$ cat src/rtl/alu_exec_stage_pkg.sv
// Shared definitions for the execute stage: ALU operation encodings and FSM states.
// Decode uses the same encodings when it builds alu_op.
package alu_exec_stage_pkg;

    localparam logic [2:0] ALU_AND = 3'b000;
    localparam logic [2:0] ALU_OR  = 3'b001;
    localparam logic [2:0] ALU_ADD = 3'b010;
    localparam logic [2:0] ALU_MUL = 3'b011;
    localparam logic [2:0] ALU_SUB = 3'b110;
    localparam logic [2:0] ALU_SLT = 3'b111;

    typedef enum logic [1:0] {
        ST_IDLE = 2'd0,
        ST_MUL  = 2'd1,
        ST_HOLD = 2'd2
    } exec_state_e;

    function automatic logic is_single_cycle_op(input logic [2:0] op);
        return (op == ALU_AND) || (op == ALU_OR) || (op == ALU_ADD) ||
               (op == ALU_SUB) || (op == ALU_SLT);
    endfunction

endpackage

$ cat src/rtl/alu_exec_stage_alu24.sv
// Ripple ALU built from 1-bit slices: AND, OR, add/subtract and set-less-than.
// Slice 0 receives the signed comparison result on its Less input.
module alu_slice (
    input  logic       a_i,
    input  logic       b_i,
    input  logic       cin_i,
    input  logic       binv_i,
    input  logic       less_i,
    input  logic [1:0] op_i,
    output logic       res_o,
    output logic       sum_o,
    output logic       cout_o
);
    logic bb;

    assign bb     = b_i ^ binv_i;
    assign sum_o  = a_i ^ bb ^ cin_i;
    assign cout_o = (a_i & bb) | (a_i & cin_i) | (bb & cin_i);

    always_comb begin
        res_o = 1'b0;
        case (op_i)
            2'b00:   res_o = a_i & bb;
            2'b01:   res_o = a_i | bb;
            2'b10:   res_o = sum_o;
            default: res_o = less_i;
        endcase
    end
endmodule

module alu24 #(
    parameter int WIDTH = 24
) (
    input  logic [WIDTH-1:0] a_i,
    input  logic [WIDTH-1:0] b_i,
    input  logic             binv_i,
    input  logic [1:0]       op_i,
    output logic [WIDTH-1:0] y_o,
    output logic             carry_o,
    output logic             ovf_o
);
    logic set_lt;

    // Each slice owns its carry signals so the ripple chain is not one looped vector.
    for (genvar i = 0; i < WIDTH; i++) begin : g_slice
        logic cin;
        logic cout;
        logic sum;

        if (i == 0) begin : g_first
            assign cin = binv_i;
        end else begin : g_rest
            assign cin = g_slice[i-1].cout;
        end

        alu_slice u_slice (
            .a_i    (a_i[i]),
            .b_i    (b_i[i]),
            .cin_i  (cin),
            .binv_i (binv_i),
            .less_i ((i == 0) ? set_lt : 1'b0),
            .op_i   (op_i),
            .res_o  (y_o[i]),
            .sum_o  (sum),
            .cout_o (cout)
        );
    end

    assign carry_o = g_slice[WIDTH-1].cout;
    assign ovf_o   = g_slice[WIDTH-1].cin ^ g_slice[WIDTH-1].cout;
    assign set_lt  = g_slice[WIDTH-1].sum ^ ovf_o;
endmodule

$ cat src/rtl/alu_exec_stage.sv
// Execute stage: single-cycle ALU ops plus an iterative shift-add MUL on the shared adder.
// Handshake: a transfer happens on a clock edge where valid and ready are both high.
module alu_exec_stage
    import alu_exec_stage_pkg::*;
#(
    parameter int WIDTH  = 24,
    parameter bit MUL_EN = 1'b1
) (
    input  logic             clk,
    input  logic             rst,
    input  logic             in_valid,
    output logic             in_ready,
    input  logic [2:0]       alu_op,
    input  logic [WIDTH-1:0] op_a,
    input  logic [WIDTH-1:0] op_b,
    input  logic [4:0]       rd_in,
    output logic             out_valid,
    input  logic             out_ready,
    output logic [WIDTH-1:0] result,
    output logic [4:0]       rd_out,
    output logic             zero,
    output logic             carry,
    output logic             ovf,
    output logic             err,
    output logic [1:0]       dbg_state
);
    localparam int              CNT_W    = $clog2(WIDTH);
    localparam logic [CNT_W-1:0] CNT_LAST = CNT_W'(WIDTH - 1);

    exec_state_e      state_q, state_d;
    logic [WIDTH-1:0] mul_a_q, mul_a_d;
    logic [WIDTH-1:0] mul_b_q, mul_b_d;
    logic [WIDTH-1:0] acc_q, acc_d;
    logic [CNT_W-1:0] cnt_q, cnt_d;
    logic [WIDTH-1:0] result_q, result_d;
    logic [4:0]       rd_q, rd_d;
    logic             zero_q, zero_d;
    logic             carry_q, carry_d;
    logic             ovf_q, ovf_d;
    logic             err_q, err_d;

    logic [WIDTH-1:0] alu_a, alu_b, alu_y;
    logic [1:0]       alu_sel;
    logic             alu_binv, alu_carry, alu_ovf;
    logic             accept;

    // While multiplying, the adder computes acc + shifted multiplicand.
    always_comb begin
        alu_a    = op_a;
        alu_b    = op_b;
        alu_binv = alu_op[2];
        alu_sel  = alu_op[1:0];
        if (state_q == ST_MUL) begin
            alu_a    = acc_q;
            alu_b    = mul_a_q;
            alu_binv = 1'b0;
            alu_sel  = 2'b10;
        end
    end

    alu24 #(.WIDTH(WIDTH)) u_alu (
        .a_i     (alu_a),
        .b_i     (alu_b),
        .binv_i  (alu_binv),
        .op_i    (alu_sel),
        .y_o     (alu_y),
        .carry_o (alu_carry),
        .ovf_o   (alu_ovf)
    );

    assign in_ready = (state_q == ST_IDLE) || ((state_q == ST_HOLD) && out_ready);
    assign accept   = in_valid && in_ready;

    always_comb begin
        state_d  = state_q;
        mul_a_d  = mul_a_q;
        mul_b_d  = mul_b_q;
        acc_d    = acc_q;
        cnt_d    = cnt_q;
        result_d = result_q;
        rd_d     = rd_q;
        zero_d   = zero_q;
        carry_d  = carry_q;
        ovf_d    = ovf_q;
        err_d    = err_q;
        case (state_q)
            ST_IDLE, ST_HOLD: begin
                if (accept) begin
                    rd_d = rd_in;
                    if ((alu_op == ALU_MUL) && MUL_EN) begin
                        mul_a_d = op_a;
                        mul_b_d = op_b;
                        acc_d   = '0;
                        cnt_d   = '0;
                        state_d = ST_MUL;
                    end else begin
                        state_d = ST_HOLD;
                        if (is_single_cycle_op(alu_op)) begin
                            result_d = alu_y;
                            zero_d   = (alu_y == '0);
                            carry_d  = (alu_op == ALU_ADD) || (alu_op == ALU_SUB) ||
                                       (alu_op == ALU_SLT) ? alu_carry : 1'b0;
                            ovf_d    = (alu_op == ALU_ADD) || (alu_op == ALU_SUB) ?
                                       alu_ovf : 1'b0;
                            err_d    = 1'b0;
                        end else begin
                            result_d = '0;
                            zero_d   = 1'b1;
                            carry_d  = 1'b0;
                            ovf_d    = 1'b0;
                            err_d    = 1'b1;
                        end
                    end
                end else if (state_q == ST_HOLD && out_ready) begin
                    state_d = ST_IDLE;
                end
            end
            ST_MUL: begin
                if (mul_b_q[0]) begin
                    acc_d = alu_y;
                end
                mul_a_d = mul_a_q << 1;
                mul_b_d = mul_b_q >> 1;
                cnt_d   = cnt_q + 1'b1;
                if (cnt_q == CNT_LAST) begin
                    state_d  = ST_HOLD;
                    result_d = acc_d;
                    zero_d   = (acc_d == '0);
                    carry_d  = 1'b0;
                    ovf_d    = 1'b0;
                    err_d    = 1'b0;
                end
            end
            default: state_d = ST_IDLE;
        endcase
    end

    always_ff @(posedge clk) begin
        if (rst) begin
            state_q  <= ST_IDLE;
            mul_a_q  <= '0;
            mul_b_q  <= '0;
            acc_q    <= '0;
            cnt_q    <= '0;
            result_q <= '0;
            rd_q     <= '0;
            zero_q   <= 1'b0;
            carry_q  <= 1'b0;
            ovf_q    <= 1'b0;
            err_q    <= 1'b0;
        end else begin
            state_q  <= state_d;
            mul_a_q  <= mul_a_d;
            mul_b_q  <= mul_b_d;
            acc_q    <= acc_d;
            cnt_q    <= cnt_d;
            result_q <= result_d;
            rd_q     <= rd_d;
            zero_q   <= zero_d;
            carry_q  <= carry_d;
            ovf_q    <= ovf_d;
            err_q    <= err_d;
        end
    end

    assign out_valid = (state_q == ST_HOLD);
    assign result    = result_q;
    assign rd_out    = rd_q;
    assign zero      = zero_q;
    assign carry     = carry_q;
    assign ovf       = ovf_q;
    assign err       = err_q;
    assign dbg_state = state_q;
endmodule
$ cat config.mk
export PLATFORM = sky130hd
export DESIGN_NAME = alu_exec_stage
export DESIGN_NICKNAME = d
export VERILOG_FILES = /design/src/rtl/alu_exec_stage_pkg.sv /design/src/rtl/alu_exec_stage_alu24.sv /design/src/rtl/alu_exec_stage.sv
export SDC_FILE = /design/constraint.sdc
export NUM_CORES = 1
export LEC_CHECK = 0
export CORE_ASPECT_RATIO = 1.1
export CORE_MARGIN = 2
export CORE_UTILIZATION = 58
export CTS_BUF_LIST = sky130_fd_sc_hd__clkbuf_8
export DETAILED_ROUTE_END_ITERATION = 10
export PLACE_DENSITY = 0.94
export SKIP_CTS_REPAIR_TIMING = 1
export SLEW_MARGIN = 0
export SYNTH_ARGS = -nofsm -noshare
export SYNTH_HDL_FRONTEND = slang
export SYNTH_SLANG_ARGS = --single-unit
$ cat constraint.sdc
create_clock -name clk -period 13.88 [get_ports clk]
set_clock_uncertainty 0.05 [all_clocks]
set_input_delay 2.776 -clock clk [delete_from_list [all_inputs] [get_ports clk]]
set_output_delay 2.776 -clock clk [all_outputs]
set_load 0.005 [all_outputs]
==> results of run 1 <==
-- cell type report --
type                    instances  area share (%)
repair buffers                110           12.05
inverters                      55           2.348
clock inverters                 6          0.8578
multi-input cells             759           55.73
flip-flops and latches        112           25.20
clock buffers                  10           1.547
well taps                     161           2.264
-- cells in the final DEF (no fill, tap or decap), types with 3 or more instances in the layout --
cell | Yosys | final
o21ai_0 | 26 | 26
a221oi_1 | 6 | 6
nand2_1 | 155 | 154
buf_4 | 2 | 14
xnor2_1 | 26 | 25
nand4_1 | 6 | 6
mux2i_1 | 31 | 31
clkbuf_8 | 0 | 10
fa_1 | 23 | 23
ha_1 | 48 | 48
a21oi_1 | 70 | 70
a211oi_1 | 11 | 11
nor2_1 | 132 | 132
o21ai_1 | 3 | 3
o221ai_1 | 8 | 8
nand3_1 | 31 | 31
nand2b_1 | 13 | 13
nor4_1 | 7 | 7
and2_1 | 7 | 7
a31oi_1 | 16 | 16
clkdlybuf4s50_1 | 0 | 93
a22oi_1 | 12 | 12
nand3b_1 | 3 | 3
inv_1 | 52 | 55
nor2b_1 | 3 | 3
nor3b_1 | 8 | 8
nor3_1 | 26 | 26
o221a_2 | 4 | 4
a311oi_1 | 50 | 50
or3b_2 | 3 | 3
dfxtp_1 | 112 | 112
-- cell families (layout without fill, tap and decap cells) --
kind of cell / after synthesis / in the layout
compound gates: 221 / 221
xor+xnor: 27 / 27
mux: 32 / 32
flops: 112 / 112
buf+inv: 134 / 181
simple gates: 408 / 408
fa+ha+maj: 71 / 71
-- worst max-delay path, delay by kind of cell --
family	cells	cell delay, ns
compound gates	5	0.80
simple gates	6	1.05
buf+inv	2	0.62
fa+ha+maj	22	8.50
-- power breakdown --
| group | total [mW] | internal, mW | switching (mW) |
|---|---|---|---|
| Clock | 0.213 | 0.105 | 0.108 |
| Combinational | 0.231 | 0.101 | 0.130 |
| Sequential | 0.342 | 0.334 | 0.00718 |
-- sequential cells by signal, indices dropped and copies added, names as in the netlist --
register,count
rd_out,5
dbg_state,2
ovf,1
mul_a_q,24
result,24
acc_q,24
carry,1
mul_b_q,24
cnt_q,5
err,1
zero,1
-- worst min-delay path by stage --
| stage | slack (ns) | depth (start not counted) | startpoint | to |
|---|---|---|---|---|
| 2_1_floorplan | 0.40 | 1 | cnt_q[4] | cnt_q[4] |
| 3_3_place_gp | 0.39 | 2 | result[1] | result[1] |
| 3_5_place_dp | 0.40 | 2 | result[21] | result[21] |
| 4_1_cts | 0.41 | 2 | result[21] | result[21] |
| 5_1_grt | 0.44 | 2 | result[1] | result[1] |
| 6_report | 0.41 | 2 | result[21] | result[21] |
-- per-layer routing --
metal	track usage (%)	vias to the layer above
met1	43.13	3501
li1	-	3557
met4	10.62	0
met5	0	-
met3	3.587	50
met2	46.08	420
==> qor.yml, run 1 <==
synth_top_area_share_pct: 28.90
die_x_um: 114.3
wl_met2_um: 9689
grt_pass1_vias: 6707
ys_warn_count: 0
dp_hpwl_um: 15350
grt_max_degree: 77
dp_cells: 1197
drv_slew: 0
p_leak_nw: 3.577
crit_arrival_ns: 13.77
drt_iter0_markers: 910
htree_levels: 3
synth.area.mux_share_pct: 4.144
seq_area_frac_synth_pct: 28.90
drc: 0
yosys_register_bits: 112
synth_most_common_cell: "nand2_1"
detail-route-antenna-nets: 0
max_stage_delay_ns: 0.52
max_freq_mhz: 74.13
fin_ws_ns: 0.3898
r2r_setup_slack_ns: 2.21
final_core_util_pct: 67.62
grt_pass1_wl_um: 34310
ir_drop_mv: 0.05329
post_dp_cell_area_um2: 8667
timing.final.crit_share_pct: 97.19
synth_fa_ha_area_share_pct: 13.68
synth_edf_count: 0
finalSetupViolCount: 0
min_period_ns: 13.49
worst_pin_slew_ns: 1.124
synth_compound_area_share_pct: 19.51
crit_type: "in2reg"
rows: 44
rr_worst_depth: 35
antennaDiodeCount: 0
critPathLaunch: "op_b[0]"
wl_um: 21410
synth.avg_cell_area_um2: 7.720
clockRootBuffer: "clkbuf_8"
ios: 97
finalHoldViolations: 0
syn_inst: 1005
synth_nets: 1136
maxCapViolations: 0
clock_path_buffers: 2
r2r_start: "dbg_state[0]"
holdCritPathClass: "reg2reg"
whs_ns: 0.4142
synth_top_cells_by_count: "nand2_1, nor2_1, dfxtp_1"
cts_tree: "built"
cts_buffers: 9
fin_area_um2: 8897
die_h_um: 125.3
fillers: 1087
syn-cell-area_um2: 7759
dp_slack_ns: -0.05167
powerDensity_nw_per_um2: 88.27
io_buffers: 96
seqCellArea_um2: 2242
drt-pass1-iter-count: 5
crit_end: "zero"
area_growth_pct: 14.68
drive_gt1_share_pct: 4.753
worstPathMaxFanout: 4
synth.distinct_cells: 61
ys.flop_type: "dfxtp_1"
routedWlPerCell_um: 17.65
gr-total-overflow: 0
synth_area_leaders: "dfxtp_1, ha_1, nand2_1, nor2_1, fa_1"
synth_area_leader_cell: "dfxtp_1"
slew_headroom_pct: 24.88
ys_async_sr_fraction_pct: 0
synthSimpleGateAreaFrac_pct: 23.40
cp_common_cell: "fa_1"
finalPower_uw: 785.4
layoutNonFillerInstCount: 1213
wl_met3_um: 2010
synthXorXnorAreaFrac_pct: 3.048
via_per_inst: 6.206
synth_top_family_by_area: "simple AND/OR/NAND/NOR gates"
crit_slowest_cell: "clkdlybuf4s50_1"
die-area_um2: 14320
outcome: "complete, no violations"
top_layer: "met4"
gp_congestion: 0.9464
start_kind: "input port"
required_ns: 14.15
worstSkewPairLatency_ns: 0.39
multi_input_area_um2: 4959
rsz0062_at_grt: "false"
via_count: 7528
clkSinkCount: 112
coreArea_um2: 13160
m1WireLength_um: 9138
track_usage_pct: 29.88
fin_tns_setup_ns: 0
clk_pin_slew_ns: 0.10
antenna_found_initial: 0
cp-end-kind: "flop"
rr_endpoint: "zero"
start_util_pct: 58.97
layout.nets: 1178
No activity file was read; power rests on OpenSTA's default activity.
==> run 2: changes to the inputs <==
--- a/config.mk
+++ b/config.mk
@@ -5,7 +5,7 @@
 export SDC_FILE = /design/constraint.sdc
 export NUM_CORES = 1
 export LEC_CHECK = 0
-export CORE_ASPECT_RATIO = 1.1
+export CORE_ASPECT_RATIO = 1.2
 export CORE_MARGIN = 2
 export CORE_UTILIZATION = 58
 export CTS_BUF_LIST = sky130_fd_sc_hd__clkbuf_8
==> qor.yml, run 2 (same netlist as run 1, synthesis figures left out) <==
via_per_inst: 6.306  # +1.6%
slew_headroom_pct: 17.81  # -7.1 points
clkSinkCount: 112  # unchanged
wl_um: 21950  # +2.5%
die_x_um: 109.6  # -4.1%
rows: 46  # +4.5%
drt_iter0_markers: 707  # -22%
dp_hpwl_um: 15490  # +0.91%
p_leak_nw: 3.570  # -0.20%
grt_pass1_wl_um: 35220  # +2.7%
io_buffers: 96  # unchanged
max_stage_delay_ns: 0.45  # -0.07 ns
finalSetupViolCount: 0  # unchanged
fin_ws_ns: 0.3634  # -0.02639 ns
htree_levels: 3  # unchanged
p_int_uw: 541.5  # +0.26%
worst_pin_slew_ns: 1.230  # +0.1057 ns
dp_slack_ns: -0.06379  # -0.01212 ns
track_usage_pct: 31.24  # +1.4 points
gr-total-overflow: 0  # unchanged
post_dp_cell_area_um2: 8683  # +0.19%
cts_buffers: 9  # unchanged
clock_path_buffers: 2  # unchanged
layoutNonFillerInstCount: 1221  # +0.66%
min_period_ns: 13.52  # +0.02639 ns
fin_tns_setup_ns: 0  # unchanged
ios: 97  # unchanged
worstPathMaxFanout: 4  # unchanged
switching_share_pct: 31.77  # +0.54 points
crit_slowest_cell: "fa_1"
powerDensity_nw_per_um2: 88.94  # +0.76%
antennaDiodeCount: 0  # unchanged
dp_cells: 1205  # +0.67%
worstSkewPairLatency_ns: 0.40  # about the same
start_kind: "input port"
cts_tree: "built"
drv_slew: 0  # unchanged
layout.nets: 1179  # +0.085%
layout_common_cells: "nand2_1, nor2_1, dfxtp_1"
crit_type: "in2reg"
start_util_pct: 59.12  # +0.16 points
fillers: 1067  # -1.8%
gp_congestion: 0.9702  # +2.5%
max_freq_mhz: 73.98  # -0.20%
rsz0062_at_grt: "false"
required_ns: 14.16  # about the same
fin_area_um2: 8924  # +0.30%
drc: 0  # unchanged
power.share.clock_pct: 27.7  # +0.6 points
crit_arrival_ns: 13.79  # +0.02 ns
die-area_um2: 14320  # about the same
drt-pass1-iter-count: 5  # unchanged
outcome: "complete, no violations"
maxCapViolations: 0  # unchanged
grt_pass1_vias: 7105  # +5.9%
grt_max_degree: 91  # +18%
cp_common_cell: "fa_1"
timing.final.crit_share_pct: 97.38  # +0.19 points
cp-end-kind: "flop"
antenna_found_initial: 0  # unchanged
drive_gt1_share_pct: 5.128  # +0.38 points
routedWlPerCell_um: 17.97  # +1.9%
clockRootBuffer: "clkbuf_8"
finalHoldViolations: 0  # unchanged
final_common_cell: "nand2_1"
coreArea_um2: 13120  # -0.27%
via_count: 7700  # +2.3%
p_switching_uw: 252.2  # +2.8%
detail-route-antenna-nets: 0  # unchanged
finalPower_uw: 793.7  # +1.1%
whs_ns: 0.4164  # +0.002214 ns
area_growth_pct: 15.01
comb_power_share_pct: 29.3  # about the same
die_h_um: 130.7  # +4.3%
ir_drop_mv: 0.05959  # +12%
clk_pin_slew_ns: 0.10  # about the same
power.share.sequential_pct: 43.0  # -0.5 points
final_core_util_pct: 68.00  # +0.38 points
holdCritPathClass: "reg2reg"
-- run 2: cell types whose count changed in the layout (fill, tap and decap cells not counted), sizes merged --
cell      change
clkinvlp      +2
inv           -2
buf           +1
-- run 2: critical path: cells and delay by family --
| family | cells | cell delay [ns] |
|---|---|---|
| compound gates | 6 | 0.92 |
| fa+ha+maj | 23 | 9.02 |
| buf+inv | 3 | 0.64 |
| simple gates | 3 | 0.44 |
-- run 2: area by class of cell --
cell class / count / area [µm²] / share of cell area, %
clock buffers: 10 / 137.6 / 1.542
clock inverters: 6 / 83.83 / 0.9394
inverters: 55 / 209.0 / 2.342
multi-input cells: 759 / 4961 / 55.59
flip-flops and latches: 112 / 2242 / 25.13
well taps: 168 / 210.2 / 2.356
repair buffers: 111 / 1080 / 12.10
-- run 2: layer usage --
metal	part of all wire, %	track usage (%)	up-vias
li1	-	-	3565
met1	40	41.98	3564
met2	45	48.77	502
met3	10	6.151	69
met4	3.9	13.85	0
met5	0	0	-
-- run 2: worst paths after layout --
path	startpoint	endpoint	slack, ns	cells after the start
min reg2reg	result[18]	result[18]	0.42	2
max	op_a[1]	result[23]	0.36	35
max reg2reg	dbg_state[1]	result[23]	2.01	34
min	result[18]	result[18]	0.42	2
-- run 2: power by group through the flow --
stage,registers [mW],logic [mW],clock network (mW)
after floorplan,0.349,0.145,0
after global placement,0.348,0.215,0
after detailed placement,0.349,0.224,0
after CTS,0.342,0.226,0.220
after global routing,0.343,0.253,0.233
final,0.341,0.233,0.219
==> run 3: changes to the inputs <==
--- a/config.mk
+++ b/config.mk
@@ -12,7 +12,6 @@
 export DETAILED_ROUTE_END_ITERATION = 10
 export PLACE_DENSITY = 0.94
 export SKIP_CTS_REPAIR_TIMING = 1
-export SLEW_MARGIN = 0
 export SYNTH_ARGS = -nofsm -noshare
 export SYNTH_HDL_FRONTEND = slang
 export SYNTH_SLANG_ARGS = --single-unit
==> results of run 3 <==
The final DEF is identical to that of run 2; final timing and power are the same.
